<file path="src/rtl/serial_adder_pkg.sv">
// ---------------------------------------------------------------------------
// serial_adder_pkg
// Shared definitions for the bit-serial adder:
//   - sa_state_e   : controller states IDLE -> RUN -> DONE -> IDLE
//   - SA_W_DEFAULT : default operand/result width
// Optional feature macro used by the files importing this package:
//   SERIAL_ADD_OVF_EN (adds the signed-overflow output ovf)
// ---------------------------------------------------------------------------
package serial_adder_pkg;

   localparam int SA_W_DEFAULT = 8;

   typedef enum logic [1:0] {
      IDLE = 2'd0,
      RUN  = 2'd1,
      DONE = 2'd2
   } sa_state_e;

endpackage : serial_adder_pkg

</file>
<file path="src/rtl/serial_adder_fsm_if.sv">
// ---------------------------------------------------------------------------
// serial_adder_fsm_if
// Operand and result handshakes of the bit-serial adder.
//   in_valid/in_ready   : operand handshake (a, b, cin)
//   out_valid/out_ready : result handshake (sum, cout[, ovf])
// Modports:
//   master : producer of operands / consumer of results
//   slave  : the adder itself
// Macro SERIAL_ADD_OVF_EN adds the ovf signal to both modports.
// ---------------------------------------------------------------------------
interface serial_adder_fsm_if #(
   parameter int W = 8
);

   logic         in_valid;
   logic         in_ready;
   logic [W-1:0] a;
   logic [W-1:0] b;
   logic         cin;
   logic         out_valid;
   logic         out_ready;
   logic [W-1:0] sum;
   logic         cout;
`ifdef SERIAL_ADD_OVF_EN
   logic         ovf;
`endif

`ifdef SERIAL_ADD_OVF_EN
   modport master (
      output in_valid, a, b, cin, out_ready,
      input  in_ready, out_valid, sum, cout, ovf
   );

   modport slave (
      input  in_valid, a, b, cin, out_ready,
      output in_ready, out_valid, sum, cout, ovf
   );
`else
   modport master (
      output in_valid, a, b, cin, out_ready,
      input  in_ready, out_valid, sum, cout
   );

   modport slave (
      input  in_valid, a, b, cin, out_ready,
      output in_ready, out_valid, sum, cout
   );
`endif

endinterface : serial_adder_fsm_if

</file>
<file path="src/rtl/serial_adder_fsm_full_add_cell.sv">
// ---------------------------------------------------------------------------
// full_add_cell
// Combinational one-bit full adder used for each serial step.
//   a, b : operand bits
//   c    : carry in
//   s    : sum bit
//   co   : carry out
// ---------------------------------------------------------------------------
module full_add_cell (
   input  logic a,
   input  logic b,
   input  logic c,
   output logic s,
   output logic co
);

   logic ab_x_s;

   assign ab_x_s = a ^ b;
   assign s      = ab_x_s ^ c;
   // Carry propagates through c only when exactly one operand bit is set.
   assign co     = (a & b) | (c & ab_x_s);

endmodule : full_add_cell

</file>
<file path="src/rtl/serial_adder_fsm.sv">
// ---------------------------------------------------------------------------
// serial_adder_fsm
// Bit-serial, LSB-first W-bit adder. Operands are captured in IDLE, one
// full-add step runs per clock in RUN, and the result is offered in DONE
// until the consumer accepts it.
// Ports:
//   clk   : rising-edge clock
//   rst_n : asynchronous active-low reset
//   bus   : serial_adder_fsm_if.slave
//           in_valid/in_ready, a, b, cin   (operands, in_ready only in IDLE)
//           out_valid/out_ready, sum, cout (result, out_valid only in DONE)
//           ovf                            (only with SERIAL_ADD_OVF_EN)
// Parameter:
//   W     : operand/result width, W >= 2
// Macro SERIAL_ADD_OVF_EN adds a signed-overflow flag captured on entry
// to DONE.
// ---------------------------------------------------------------------------
module serial_adder_fsm
   import serial_adder_pkg::*;
#(
   parameter int W = SA_W_DEFAULT
) (
   input  logic               clk,
   input  logic               rst_n,
   serial_adder_fsm_if.slave  bus
);

   localparam int            CW       = $clog2(W);
   localparam logic [CW-1:0] CNT_LAST = CW'(W - 1);

   sa_state_e     state_r;
   sa_state_e     state_nxt_s;

   logic [W-1:0]  a_sh_r;
   logic [W-1:0]  b_sh_r;
   logic [W-1:0]  sum_r;
   logic          carry_r;
   logic          cout_r;
   logic [CW-1:0] cnt_r;
   logic          in_ready_r;
   logic          out_valid_r;

   logic          accept_s;
   logic          step_s;
   logic          last_s;
   logic          s_s;
   logic          co_s;

`ifdef SERIAL_ADD_OVF_EN
   logic          ovf_r;
`endif

   // Single full-add cell shared by every step of the serial addition.
   full_add_cell u_cell (
      .a  (a_sh_r[0]),
      .b  (b_sh_r[0]),
      .c  (carry_r),
      .s  (s_s),
      .co (co_s)
   );

   // State register.
   always_ff @(posedge clk or negedge rst_n) begin
      if (!rst_n) begin
         state_r <= IDLE;
      end else begin
         state_r <= state_nxt_s;
      end
   end

   // Next-state logic and per-state datapath strobes.
   always_comb begin
      state_nxt_s = state_r;
      accept_s    = 1'b0;
      step_s      = 1'b0;
      last_s      = 1'b0;
      case (state_r)
         IDLE: begin
            accept_s = bus.in_valid;
            if (bus.in_valid) begin
               state_nxt_s = RUN;
            end else begin
               state_nxt_s = IDLE;
            end
         end
         RUN: begin
            step_s = 1'b1;
            last_s = (cnt_r == CNT_LAST);
            if (cnt_r == CNT_LAST) begin
               state_nxt_s = DONE;
            end else begin
               state_nxt_s = RUN;
            end
         end
         DONE: begin
            if (bus.out_ready) begin
               state_nxt_s = IDLE;
            end else begin
               state_nxt_s = DONE;
            end
         end
         default: begin
            state_nxt_s = IDLE;
         end
      endcase
   end

   // Operand shift registers, carry flop, step counter and result capture.
   always_ff @(posedge clk or negedge rst_n) begin
      if (!rst_n) begin
         a_sh_r  <= {W{1'b0}};
         b_sh_r  <= {W{1'b0}};
         sum_r   <= {W{1'b0}};
         carry_r <= 1'b0;
         cout_r  <= 1'b0;
         cnt_r   <= {CW{1'b0}};
      end else if (accept_s) begin
         a_sh_r  <= bus.a;
         b_sh_r  <= bus.b;
         carry_r <= bus.cin;
         cnt_r   <= {CW{1'b0}};
      end else if (step_s) begin
         a_sh_r  <= {1'b0, a_sh_r[W-1:1]};
         b_sh_r  <= {1'b0, b_sh_r[W-1:1]};
         // New bit enters at the MSB so the LSB-first stream lands in place
         // after W steps.
         sum_r   <= {s_s, sum_r[W-1:1]};
         carry_r <= co_s;
         if (last_s) begin
            // Counter parks on its last value instead of wrapping.
            cout_r <= co_s;
            cnt_r  <= cnt_r;
         end else begin
            cout_r <= cout_r;
            cnt_r  <= cnt_r + CW'(1);
         end
      end
   end

`ifdef SERIAL_ADD_OVF_EN
   // Signed overflow: carry into the MSB differs from carry out of it.
   // carry_r still holds the carry into bit W-1 during the last step.
   always_ff @(posedge clk or negedge rst_n) begin
      if (!rst_n) begin
         ovf_r <= 1'b0;
      end else if (step_s && last_s) begin
         ovf_r <= carry_r ^ co_s;
      end
   end

   assign bus.ovf = ovf_r;
`endif

   // Handshake flags registered from the next state so they align with it.
   always_ff @(posedge clk or negedge rst_n) begin
      if (!rst_n) begin
         in_ready_r  <= 1'b1;
         out_valid_r <= 1'b0;
      end else begin
         in_ready_r  <= (state_nxt_s == IDLE);
         out_valid_r <= (state_nxt_s == DONE);
      end
   end

   assign bus.in_ready  = in_ready_r;
   assign bus.out_valid = out_valid_r;
   assign bus.sum       = sum_r;
   assign bus.cout      = cout_r;

endmodule : serial_adder_fsm

</file>
<file path="src/flat_wrapper.sv">
// flat-port wrapper written by rule: the top's interface ports become plain ports
module serial_adder_fsm_flat import serial_adder_pkg::*;
#(
   parameter int W = SA_W_DEFAULT
)
  (clk, rst_n, bus_in_valid, bus_a, bus_b, bus_cin, bus_out_ready, bus_in_ready, bus_out_valid, bus_sum, bus_cout);
  serial_adder_fsm_if #(.W(W)) bus_i ();
  input  logic clk;
  input  logic rst_n;
  input wire logic [$bits(bus_i.in_valid)-1:0] bus_in_valid;
  input wire logic [$bits(bus_i.a)-1:0] bus_a;
  input wire logic [$bits(bus_i.b)-1:0] bus_b;
  input wire logic [$bits(bus_i.cin)-1:0] bus_cin;
  input wire logic [$bits(bus_i.out_ready)-1:0] bus_out_ready;
  output wire logic [$bits(bus_i.in_ready)-1:0] bus_in_ready;
  output wire logic [$bits(bus_i.out_valid)-1:0] bus_out_valid;
  output wire logic [$bits(bus_i.sum)-1:0] bus_sum;
  output wire logic [$bits(bus_i.cout)-1:0] bus_cout;
  assign bus_i.in_valid = bus_in_valid;
  assign bus_i.a = bus_a;
  assign bus_i.b = bus_b;
  assign bus_i.cin = bus_cin;
  assign bus_i.out_ready = bus_out_ready;
  assign bus_in_ready = bus_i.in_ready;
  assign bus_out_valid = bus_i.out_valid;
  assign bus_sum = bus_i.sum;
  assign bus_cout = bus_i.cout;
  serial_adder_fsm #(.W(W)) u_core (.clk(clk), .rst_n(rst_n), .bus(bus_i));
endmodule
</file>
<file path="config.mk">
export PLATFORM = sky130hd
export DESIGN_NAME = serial_adder_fsm_flat
export DESIGN_NICKNAME = d
export VERILOG_FILES = /design/src/rtl/serial_adder_pkg.sv /design/src/rtl/serial_adder_fsm_if.sv /design/src/rtl/serial_adder_fsm_full_add_cell.sv /design/src/rtl/serial_adder_fsm.sv /design/src/flat_wrapper.sv
export SDC_FILE = /design/constraint.sdc
export NUM_CORES = 1
export LEC_CHECK = 0
export ABC_AREA = 1
export BUFFER_PORTS_ARGS = -buffer_cell sky130_fd_sc_hd__buf_2
export CAP_MARGIN = 0
export CORE_MARGIN = 2
export CORE_UTILIZATION = 32
export DETAILED_ROUTE_END_ITERATION = 8
export MAX_ROUTING_LAYER = met4
export SLEW_MARGIN = 20
export SYNTH_ARGS = -nofsm -noshare
export SYNTH_HDL_FRONTEND = slang
export SYNTH_SLANG_ARGS = --single-unit
</file>
<file path="constraint.sdc">
create_clock -name clk -period 1.3 [get_ports clk]
set_input_delay 0.065 -clock clk [delete_from_list [all_inputs] [get_ports clk]]
set_output_delay 0.065 -clock clk [all_outputs]
set_load 0.01 [all_outputs]
</file>
==> results.md <==
- Initial DRC count: 69
- Std cell rows: 26
- Post-DP HPWL: 2.511 mm
- Pwr Total: 4.651 mW
- CP Capture Type: register
- Slew margin rel.: between 70% and 80%
- Worst Clk Skew: 0.004546 ns
- Setup crit start: u_core.cnt_r[0]
- Gpl congestion: 0.7965
- Synth-to-Final Area Change: 23.90%
- Synth Instances: 199
- Crit path largest cell delay: roughly 0.40 ns
- Initial core utilization: 32.61%
- FMAX: slightly above 0.8 GHz
- H-tree depth: 2
- Post-DP Area: 1918 sq um
- Most common cell in the netlist: nand2_1
- Fin nets: 264
- Worst path required time: 1.48 ns
- Synth Cell Area: 1644 sq um
- CTS Buf Count: 5
- CTS tree: built
- RR Startpoint: u_core.cnt_r[0]
- Max rail drop VDD: between 0.0008 and 0.0009 V
- Final hold vios: 0
- Synth Flop Type: dfrtp_1
- CP max FO: 5
- Total track usage: 14.33%
- Mean Syn Cell Area: 8.262 sq um
- Antenna violations before repair: 0
- Core Footprint: 5042 sq um
- Post-synth EDFFs: 0
- Outcome: finished clean
- Hold crit path type: in2reg
- Final cell count without fillers: ~310
- ANT cells: 0
- Cell Pwr Density: 2283 nW/um^2
- CTS root buf: clkbuf_8
- CTS Sinks: 33
- DRT Wirelength: 3.420 mm
- Final setup fails: 0
- R2R setup slack: approximately 0.086 ns
- Crit share post-route: 93.41%
- Skew-Pair Late Insertion Delay: ~0.29 ns
- Crit-path cells: ha_1 > ha_2 > inv_2 > nand3_4 > nand3_1 > nand2_1
- Cell taking the most area after synthesis: dfrtp_1
- Slowest cell on crit path: dfrtp_1
- Top cells by count, synth: nand2_1 (83), nand3_1 (37), dfrtp_1 (32)
- Cells on worst reg2reg path: 6
- Full die area: about 5700 sq um
- Design area: between 2000 and 2500 sq um
- Fin crit period: 1.214 ns
- Largest net degree at the start of global routing: 34
- Die X: 75.68 um
- Unrepaired setup endpoints after global routing: yes
- Wire per inst: 11.00 um
- Hold Path Sink: u_core.a_sh_r[7]
- Antenna-violating nets left: 0
- Startpoint Class: register
- Final Max Tran Viols: 0
- Static Leak: 1.150 nW
- Share of layout cells above drive strength 1: between 20% and 30%
- Post-synth ARST share: 100.0%
- Post-Place Cells: 301
- Port bufs: 31
- Worst r2r dst: u_core.cnt_r[2]
- I/O pins: 32
- Max-cap violation count: 0
- Post-Syn Nets: 223
- Hold Slack: 0.009350 ns
- Global-route wire length before repair: approximately 6.0 mm
- WP data arrival: 1.39 ns
- Number of detailed-route iterations in the first pass: 5
- Post-synth cell types: 19
- Worst Max-Slew Pin Slew: 0.4205 ns
- Synth Warn #: 0
- #FFs+latches synth: 33
- DR vias: 1,385
- Vias per cell: 4.453
- Drt drc: 0
- Leading post-synthesis cells by cell area: dfrtp_1 (49%), nand2_1 (19%), nand3_1 (11%)
- CTS Buffer Depth: 2
- # fillers: 520
- Chip Height: 75.68 um
- Hold path startpoint: bus_a[7]
- Gr ovfl total: 0
- Layout Utilization: 40.40%
- Crit Path Category: reg2reg
- Reg clk slew, reported paths: roughly 0.070 ns
- Share of the synthesized area in the top cell type: 48.71%
- Register area share after synthesis: 50.30%
- Worst Hold Path Cells: 3
- Vias in the first global route: 1,346
[area by class of cell]
cell class                      count  area [sq um]  area share (%)
Multi-Input combinational cell    135         675.6           33.17
Inverter                           22         87.58           4.300
Timing Repair Buffer               43         272.8           13.39
Clock inverter                      3         17.52          0.8600
Tap cell                           70         87.58           4.300
Clock buffer                        5         68.82           3.378
Sequential cell                    33         827.0           40.60
[registers in the layout, indices dropped and copies added (netlist names)]
register	count
u_core.a_sh_r	8
u_core.b_sh_r	8
u_core.bus.sum	8
u_core.carry_r	1
u_core.state_r	2
u_core.bus.in_ready	1
u_core.bus.out_valid	1
u_core.bus.cout	1
u_core.cnt_r	3
[cell families (layout without fill, tap and decap cells)]
family                     count (synthesis)  count (layout)  synth area share [%]
AOI/OAI and AO/OA                          7               7                 3.501
adders and majority gates                  3               3                 2.740
buffers and inverters                     31              73                 9.512
DFF                                       33              33                 50.30
and+or+nand+nor                          125             125                 33.94
[critical path, delay by kind of cell, from the launching register on]
family                     cells  cell delay [ns]
and+or+nand+nor                3             0.22
buffers and inverters          1             0.08
adders and majority gates      2             0.39
DFF                            1             0.40
[layout by cell type (no fill, tap or decap), types with 3 or more instances in the layout]
master    count
inv_1        18
buf_2        31
nand2_1      83
clkbuf_8      5
o21ai_2       3
o21ai_0       3
nand3_1      36
dfrtp_1      32
buf_4         9
[what timing repair did]
action / 4_1_cts / 5_1_grt
cloned: 0 / 0
hold buffers: 1 / 0
endpoints found under the hold margin: 32 / 0
pin swaps: 0 / 0
setup endpoints to repair: 3 / 3
resized for setup: 1 / 4
setup buffers: 0 / 1
[how the worst max path moves through the flow]
stage,end,cells past startpoint
after floorplan,u_core.cnt_r[0],6
after global placement,u_core.cnt_r[2],7
after detailed placement,u_core.cnt_r[2],7
after CTS,u_core.cnt_r[1],7
after global routing,u_core.bus.cout,6
final,u_core.cnt_r[2],6
[metrics by stage]
stage	setup slack, ns	setup TNS (ns)
3_5_place_dp	-0.01065	-0.01947
2_1_floorplan	0.09603	0
4_1_cts	0.02382	0
3_3_place_gp	0.05564	0
6_report	0.08566	0
5_1_grt	-0.002996	-0.002996
[layer usage]
metal  vias to the layer above  routed length (um)  GRT usage, %
li1                        703                   -             -
met1                       644                1502         16.85
met2                        32                1697         23.86
met3                         6                 176         4.233
met4                         0                  44         4.094
met5                         -                   0             -
[power breakdown]
part           leakage [nW]  total, mW  internal, mW  switching, mW
combinational         0.692       2.11         0.896           1.21
clock                0.0439      0.757         0.369          0.388
sequential            0.415       1.78          1.50          0.283
total                  1.15       4.65          2.77           1.88
(Power assumes the default switching activity.)
